`src/rtl/gf_mul_16_seq_ctrl.sv`:
```
// gf_mul_16_seq_ctrl
//   Computes one GF(2^16) product, with GF(2^16) = GF(2^8)[z]/(z^2 + z + IRRED_CST).
//   A single shared, fixed-latency GF(2^8) multiplier is time-multiplexed:
//     a1 = x0*y1 ^ x1*y0 ^ x1*y1
//     a0 = x0*y0 ^ (x1*y1)*IRRED_CST
//   Four partial products are issued back to back. The fifth product (x1*y1 by
//   the constant) is issued once x1*y1 has returned. GF(2^8) additions are XORs
//   into local accumulators.
//
// Ports
//   i_clk, i_rst        clock, synchronous active-high reset
//   i_start             request, accepted only while o_busy = 0
//   i_x, i_y            operands {x1,x0} / {y1,y0}, sampled on accept
//   o_o                 result {a1,a0}, held until the next completed operation
//   o_done              one-cycle pulse when o_o is updated
//   o_busy              high whenever a start would be ignored
//   o_err               one-cycle pulse when a multiplier result times out
//   o_mul_start         issue strobe to the GF(2^8) multiplier
//   o_mul_a, o_mul_b    multiplier operands
//   i_mul_out           multiplier result
//   i_mul_done          multiplier result valid
module gf_mul_16_seq_ctrl #(
   parameter int         MUL_LAT   = 2,
   parameter logic [7:0] IRRED_CST = 8'h20,
   parameter int         TIMEOUT   = 16
) (
   input  logic        i_clk,
   input  logic        i_rst,
   input  logic        i_start,
   input  logic [15:0] i_x,
   input  logic [15:0] i_y,
   output logic [15:0] o_o,
   output logic        o_done,
   output logic        o_busy,
   output logic        o_err,
   output logic        o_mul_start,
   output logic [7:0]  o_mul_a,
   output logic [7:0]  o_mul_b,
   input  logic [7:0]  i_mul_out,
   input  logic        i_mul_done
);

   localparam int DCW = $clog2(MUL_LAT + 2);
   localparam int WDW = $clog2(TIMEOUT + 1);

   typedef enum logic [2:0] {
      DRAIN,
      IDLE,
      ISSUE,
      COLLECT,
      MUL_C,
      WAIT_C,
      FIN
   } state_t;

   state_t          state;
   state_t          next;
   logic [DCW-1:0]  dcnt;
   logic [1:0]      icnt;
   logic [2:0]      rcnt;
   logic [WDW-1:0]  wd;
   logic [15:0]     xs;
   logic [15:0]     ys;
   logic [7:0]      acc0;
   logic [7:0]      acc1;
   logic [7:0]      p11;
   logic [15:0]     res;
   logic            err;
   logic            abort;
   logic            collect;
   logic            wd_expired;

   // Partial products can already return while ISSUE is still running
   // (MUL_LAT < 4), so results are taken in both states.
   assign collect    = (state == ISSUE) || (state == COLLECT);
   assign wd_expired = !i_mul_done && (wd == WDW'(TIMEOUT - 1));

   always_comb begin
      next        = state;
      o_mul_start = 1'b0;
      o_mul_a     = 8'h00;
      o_mul_b     = 8'h00;
      abort       = 1'b0;
      case (state)
         DRAIN: begin
            if (dcnt == DCW'(MUL_LAT))
               next = IDLE;
         end
         IDLE: begin
            if (i_start)
               next = ISSUE;
         end
         ISSUE: begin
            // icnt[1] picks x1/x0, icnt[0] picks y1/y0: (x0,y0),(x0,y1),(x1,y0),(x1,y1)
            o_mul_start = 1'b1;
            o_mul_a     = icnt[1] ? xs[15:8] : xs[7:0];
            o_mul_b     = icnt[0] ? ys[15:8] : ys[7:0];
            if (icnt == 2'd3)
               next = COLLECT;
         end
         COLLECT: begin
            if (i_mul_done && (rcnt == 3'd3)) begin
               next = MUL_C;
            end else if (wd_expired) begin
               abort = 1'b1;
               next  = DRAIN;
            end
         end
         MUL_C: begin
            o_mul_start = 1'b1;
            o_mul_a     = p11;
            o_mul_b     = IRRED_CST;
            next        = WAIT_C;
         end
         WAIT_C: begin
            if (i_mul_done) begin
               next = FIN;
            end else if (wd_expired) begin
               abort = 1'b1;
               next  = DRAIN;
            end
         end
         FIN: begin
            next = IDLE;
         end
         default: begin
            next = DRAIN;
         end
      endcase
   end

   // Control state: FSM, counters, watchdog, result and error registers
   always_ff @(posedge i_clk) begin
      if (i_rst) begin
         state <= DRAIN;
         dcnt  <= '0;
         icnt  <= '0;
         rcnt  <= '0;
         wd    <= '0;
         res   <= '0;
         err   <= 1'b0;
      end else begin
         state <= next;
         err   <= abort;
         // DRAIN length is counted from entry; the counter idles at zero elsewhere
         dcnt  <= (state == DRAIN) ? dcnt + 1'b1 : '0;
         if (state == IDLE) begin
            icnt <= '0;
            rcnt <= '0;
         end
         if (state == ISSUE)
            icnt <= icnt + 1'b1;
         if (collect && i_mul_done)
            rcnt <= rcnt + 1'b1;
         // Cycles since the last issue or received result; only compared
         // in states where a result is outstanding.
         wd <= (o_mul_start || i_mul_done) ? WDW'(1) : wd + 1'b1;
         if ((state == WAIT_C) && i_mul_done)
            res <= {acc1, acc0 ^ i_mul_out};
      end
   end

   // Operand capture and GF(2^8) accumulation (datapath, no reset)
   always_ff @(posedge i_clk) begin
      if ((state == IDLE) && i_start) begin
         xs <= i_x;
         ys <= i_y;
      end
      if (collect && i_mul_done) begin
         case (rcnt)
            3'd0: acc0 <= i_mul_out;
            3'd1: acc1 <= i_mul_out;
            3'd2: acc1 <= acc1 ^ i_mul_out;
            3'd3: begin
               acc1 <= acc1 ^ i_mul_out;
               p11  <= i_mul_out;
            end
            default: ;
         endcase
      end
   end

   assign o_o    = res;
   assign o_done = (state == FIN);
   assign o_busy = (state != IDLE);
   assign o_err  = err;

endmodule

```
`config.mk`:
```
export PLATFORM = sky130hd
export DESIGN_NAME = gf_mul_16_seq_ctrl
export DESIGN_NICKNAME = d
export VERILOG_FILES = /design/src/rtl/gf_mul_16_seq_ctrl.sv
export SDC_FILE = /design/constraint.sdc
export NUM_CORES = 1
export LEC_CHECK = 0
export CAP_MARGIN = 20
export CORE_MARGIN = 8
export CORE_UTILIZATION = 40
export DETAILED_ROUTE_END_ITERATION = 12
export DONT_BUFFER_PORTS = 1
export GPL_ROUTABILITY_DRIVEN = 1
export GPL_TIMING_DRIVEN = 0
export MAX_ROUTING_LAYER = met4
export PLACE_DENSITY = 0.53
export SYNTH_ARGS = -nofsm -noshare
export SYNTH_HDL_FRONTEND = slang
export SYNTH_SLANG_ARGS = --single-unit
```
`constraint.sdc`:
```
create_clock -name i_clk -period 2.6 [get_ports i_clk]
set_clock_uncertainty 0.2 [all_clocks]
set_input_delay 0.39 -clock i_clk [delete_from_list [all_inputs] [get_ports i_clk]]
set_output_delay 0.39 -clock i_clk [all_outputs]
set_load 0.005 [all_outputs]
```
==> out/summary.txt <==
Initial DRC Count - 71
Root Buffer - clkbuf_8
All-Layer GR Usage - 0.139
Reg2Reg Depth - 5
Crit. End Element - flip-flop
Slew margin rel. - 0.522
FF-to-FF End - acc0[2]
Nets - 400
Combined area of the multi-input logic cells - 0.00110 mm^2
Average size of a mapped cell - 12.0 um^2
Unique masters post-synth - 36
PortBufs - 0
CP Launch Type - flip-flop
Switching pwr - 0.769 mW
TritonCTS buffer count - 9
Die width - 110 um
Crit path max-delay family - simple AND/OR/NAND/NOR gates
Area Overhead vs Synth - 22.0%
Clock sink count - 88
Placed cell count - 405
Critical path's slowest cell - nor3b_1
Yosys warns - 0
First-pass GRT wire length - 12.1 mm
Core area - 0.00864 mm^2
Unrepaired setup endpoints after global routing - false
Antenna diodes - 0
Clock buffer depth - 2
Crit-path cells - nor2b_1 -> clkbuf_1 -> nand2_1 -> nor3b_1 -> buf_2
Post-synthesis sequential area ratio - 0.658
RePlAce Congestion - 0.764
Syn nets - 346
Reg power frac - 0.545
Critical path buffers and inverters - 2
End of the critical path - acc0[2]
Gate power share - 0.134
Setup violations, final - 0
Clock-pin slew on the worst setup and hold paths - 0.10 ns
Slowest Stage Delay on Critical Path - 0.59 ns
Grt ovf - 0
Yosys reg bits - 88
Design area - 0.00431 mm^2
Setup slack, reg-to-reg - 0.16 ns
Post-place instance area - 0.00370 mm^2
Initial Utilization - 0.409
Residual DRC - 0
Register area - 0.00232 mm^2
CP Data Required Time - 2.45 ns
Clk Latency, worst-skew pair - 0.35 ns
Post-Syn Area - 0.00353 mm^2
Status - complete, no violations
Worst Setup Path Type - reg -> reg
FMAX - 409 MHz
Vias per cell - 4.96
Crit path from - state[1]
Filler instances - 780
Std-Cell Rows - 34
PD cells - 698 mW/mm^2
Fin crit period - 2.44 ns
Final Hold Viols - 0
DRT Pass-1 Iters - 4
Vias - 2,288
Maximum vdd drop - 379 uV
Post-route ant nets - 0
Switching Share - 0.256
TNS Setup - 0 ns
Drt total wl - 7.88 mm
CTS H-tree lvls - 3
Max_cap viols - 0
Die height - 110 um
CTS tree - yes
Worst Tran Pin Value - 0.717 ns
Pint - 2.24 mW
Largest net degree at the start of global routing - 18
Crit path depth - 5
Worst Hold Class - in -> reg
Critical Path AT - 2.30 ns
Worst-path maximum fanout - 9
Layout cells sized above 1 - 0.0793
Pleak - 1.45 nW
DIE AREA - 0.0121 mm^2
Non-filler cells, final - 461
Most frequent cells in the layout - edfxtp_1, nor2_1, dlygate4sd3_1
R2R Path Start - state[1]
Post-DP HPWL - 5.48 mm
Max Slew Vio Count - 0
Most common cell after layout, fill and taps aside - edfxtp_1
Clock share of power - 0.321
Initial antenna violation count - 0
Vias in the first global route - 2,329
Tcrit/Tclk final - 0.940
Post-Synthesis Cells - 294
Avg WL per Cell - 17.1 um
Io pins - 80
## state kept, by name, indices dropped and copies added (netlist names)
name,cells
acc1,8
xs,16
acc0,8
dcnt,2
ys,16
wd,5
icnt,2
rcnt,3
state,3
o_o,16
o_err,1
p11,8
## synth_stat cells
library cell	n	area, um^2
edfxtp_1	56	1680
nor2_1	40	150
nand2_1	38	143
dfxtp_1	32	641
mux2i_1	17	170
xnor2_1	17	149
a21oi_1	15	75.1
inv_1	9	33.8
o21ai_1	9	45.0
a211oi_1	8	60.1
ha_1	8	100
and3_1	5	31.3
buf_2	5	25.0
clkbuf_1	5	18.8
and2_1	3	18.8
buf_1	3	11.3
nand3_1	2	10.0
nor2b_1	2	12.5
nor3_1	2	10.0
o21ai_0	2	10.0
a2111oi_0	1	8.76
a221o_1	1	10.0
a22oi_1	1	7.51
a311oi_1	1	8.76
a31oi_1	1	6.26
a32oi_1	1	8.76
a41oi_1	1	8.76
buf_4	1	7.51
buf_6	1	11.3
nor2_4	1	11.3
nor2b_2	1	8.76
nor3b_1	1	7.51
nor4_1	1	6.26
or3_1	1	6.26
or3b_1	1	8.76
xor2_1	1	8.76
## worst min path at each step
stage | startpoint | end | slack [ns] | cells past startpoint
after floorplan | dcnt[0] | dcnt[0] | 0.19 | 1
after global placement | dcnt[0] | dcnt[0] | 0.20 | 1
after detailed placement | dcnt[0] | dcnt[0] | 0.20 | 1
after CTS | i_mul_out[6] | acc1[6] | 0.003 | 1
after global routing | i_mul_out[6] | acc1[6] | 0.01 | 1
final | i_mul_out[7] | acc1[7] | 0.03 | 1
## cell type report
| class | count | area share |
|---|---|---|
| inverters | 9 | 0.00784 |
| repair buffers | 43 | 0.102 |
| well taps | 108 | 0.0314 |
| plain buffers | 15 | 0.0171 |
| clock buffers | 10 | 0.0296 |
| clock inverters | 6 | 0.0177 |
| flip-flops and latches | 88 | 0.539 |
| multi-input cells | 182 | 0.256 |
## power groups by stage
stage | clock (mW) | combinational [mW] | sequential, mW
final | 0.966 | 0.404 | 1.64
after global routing | 1.05 | 0.461 | 1.65
after CTS | 0.997 | 0.410 | 1.64
after detailed placement | 0 | 0.356 | 1.67
after global placement | 0 | 0.328 | 1.67
after floorplan | 0 | 0.260 | 1.66
## per-layer routing
layer	global-route usage	part of all wire	wire, um	vias to the layer above
met1	0.158	0.42	3280	1091
met2	0.220	0.50	3910	54
met4	0.0511	0.014	110	0
li1	-	-	-	1135
met5	-	0	0	-
met3	0.0510	0.073	579	8
## timing repair
| action | CTS | global route |
|---|---|---|
| hold buffers | 40 | 0 |
| setup buffers | 0 | 0 |
| resized for setup | 0 | 1 |
| endpoints found under the hold margin | 48 | 0 |
| endpoints found under the setup margin | 0 | 32 |
## cells by family after synthesis
group | count (synthesis) | share of synthesized area
AOI/OAI and AO/OA | 41 | 0.0705
adders and majority gates | 8 | 0.0283
xor gates and xnor gates | 18 | 0.0446
muxes | 17 | 0.0482
and+or+nand+nor | 98 | 0.120
DFF | 88 | 0.658
buffers and inverters | 24 | 0.0305
## metrics by stage
| step | hold slack (ns) | worst slack (ns) | util | power (mW) |
|---|---|---|---|---|
| after floorplan | 0.191 | 0.333 | - | 1.92 |
| after global placement | 0.200 | -0.214 | 0.425 | 2.00 |
| after detailed placement | 0.201 | 0.0410 | 0.429 | 2.03 |
| after CTS | 0.00265 | 0.0203 | 0.499 | 3.05 |
| after global routing | 0.0115 | 0.0242 | 0.499 | 3.16 |
| final | 0.0312 | 0.156 | 0.499 | 3.01 |
No activity file was read; power rests on OpenSTA's default activity.
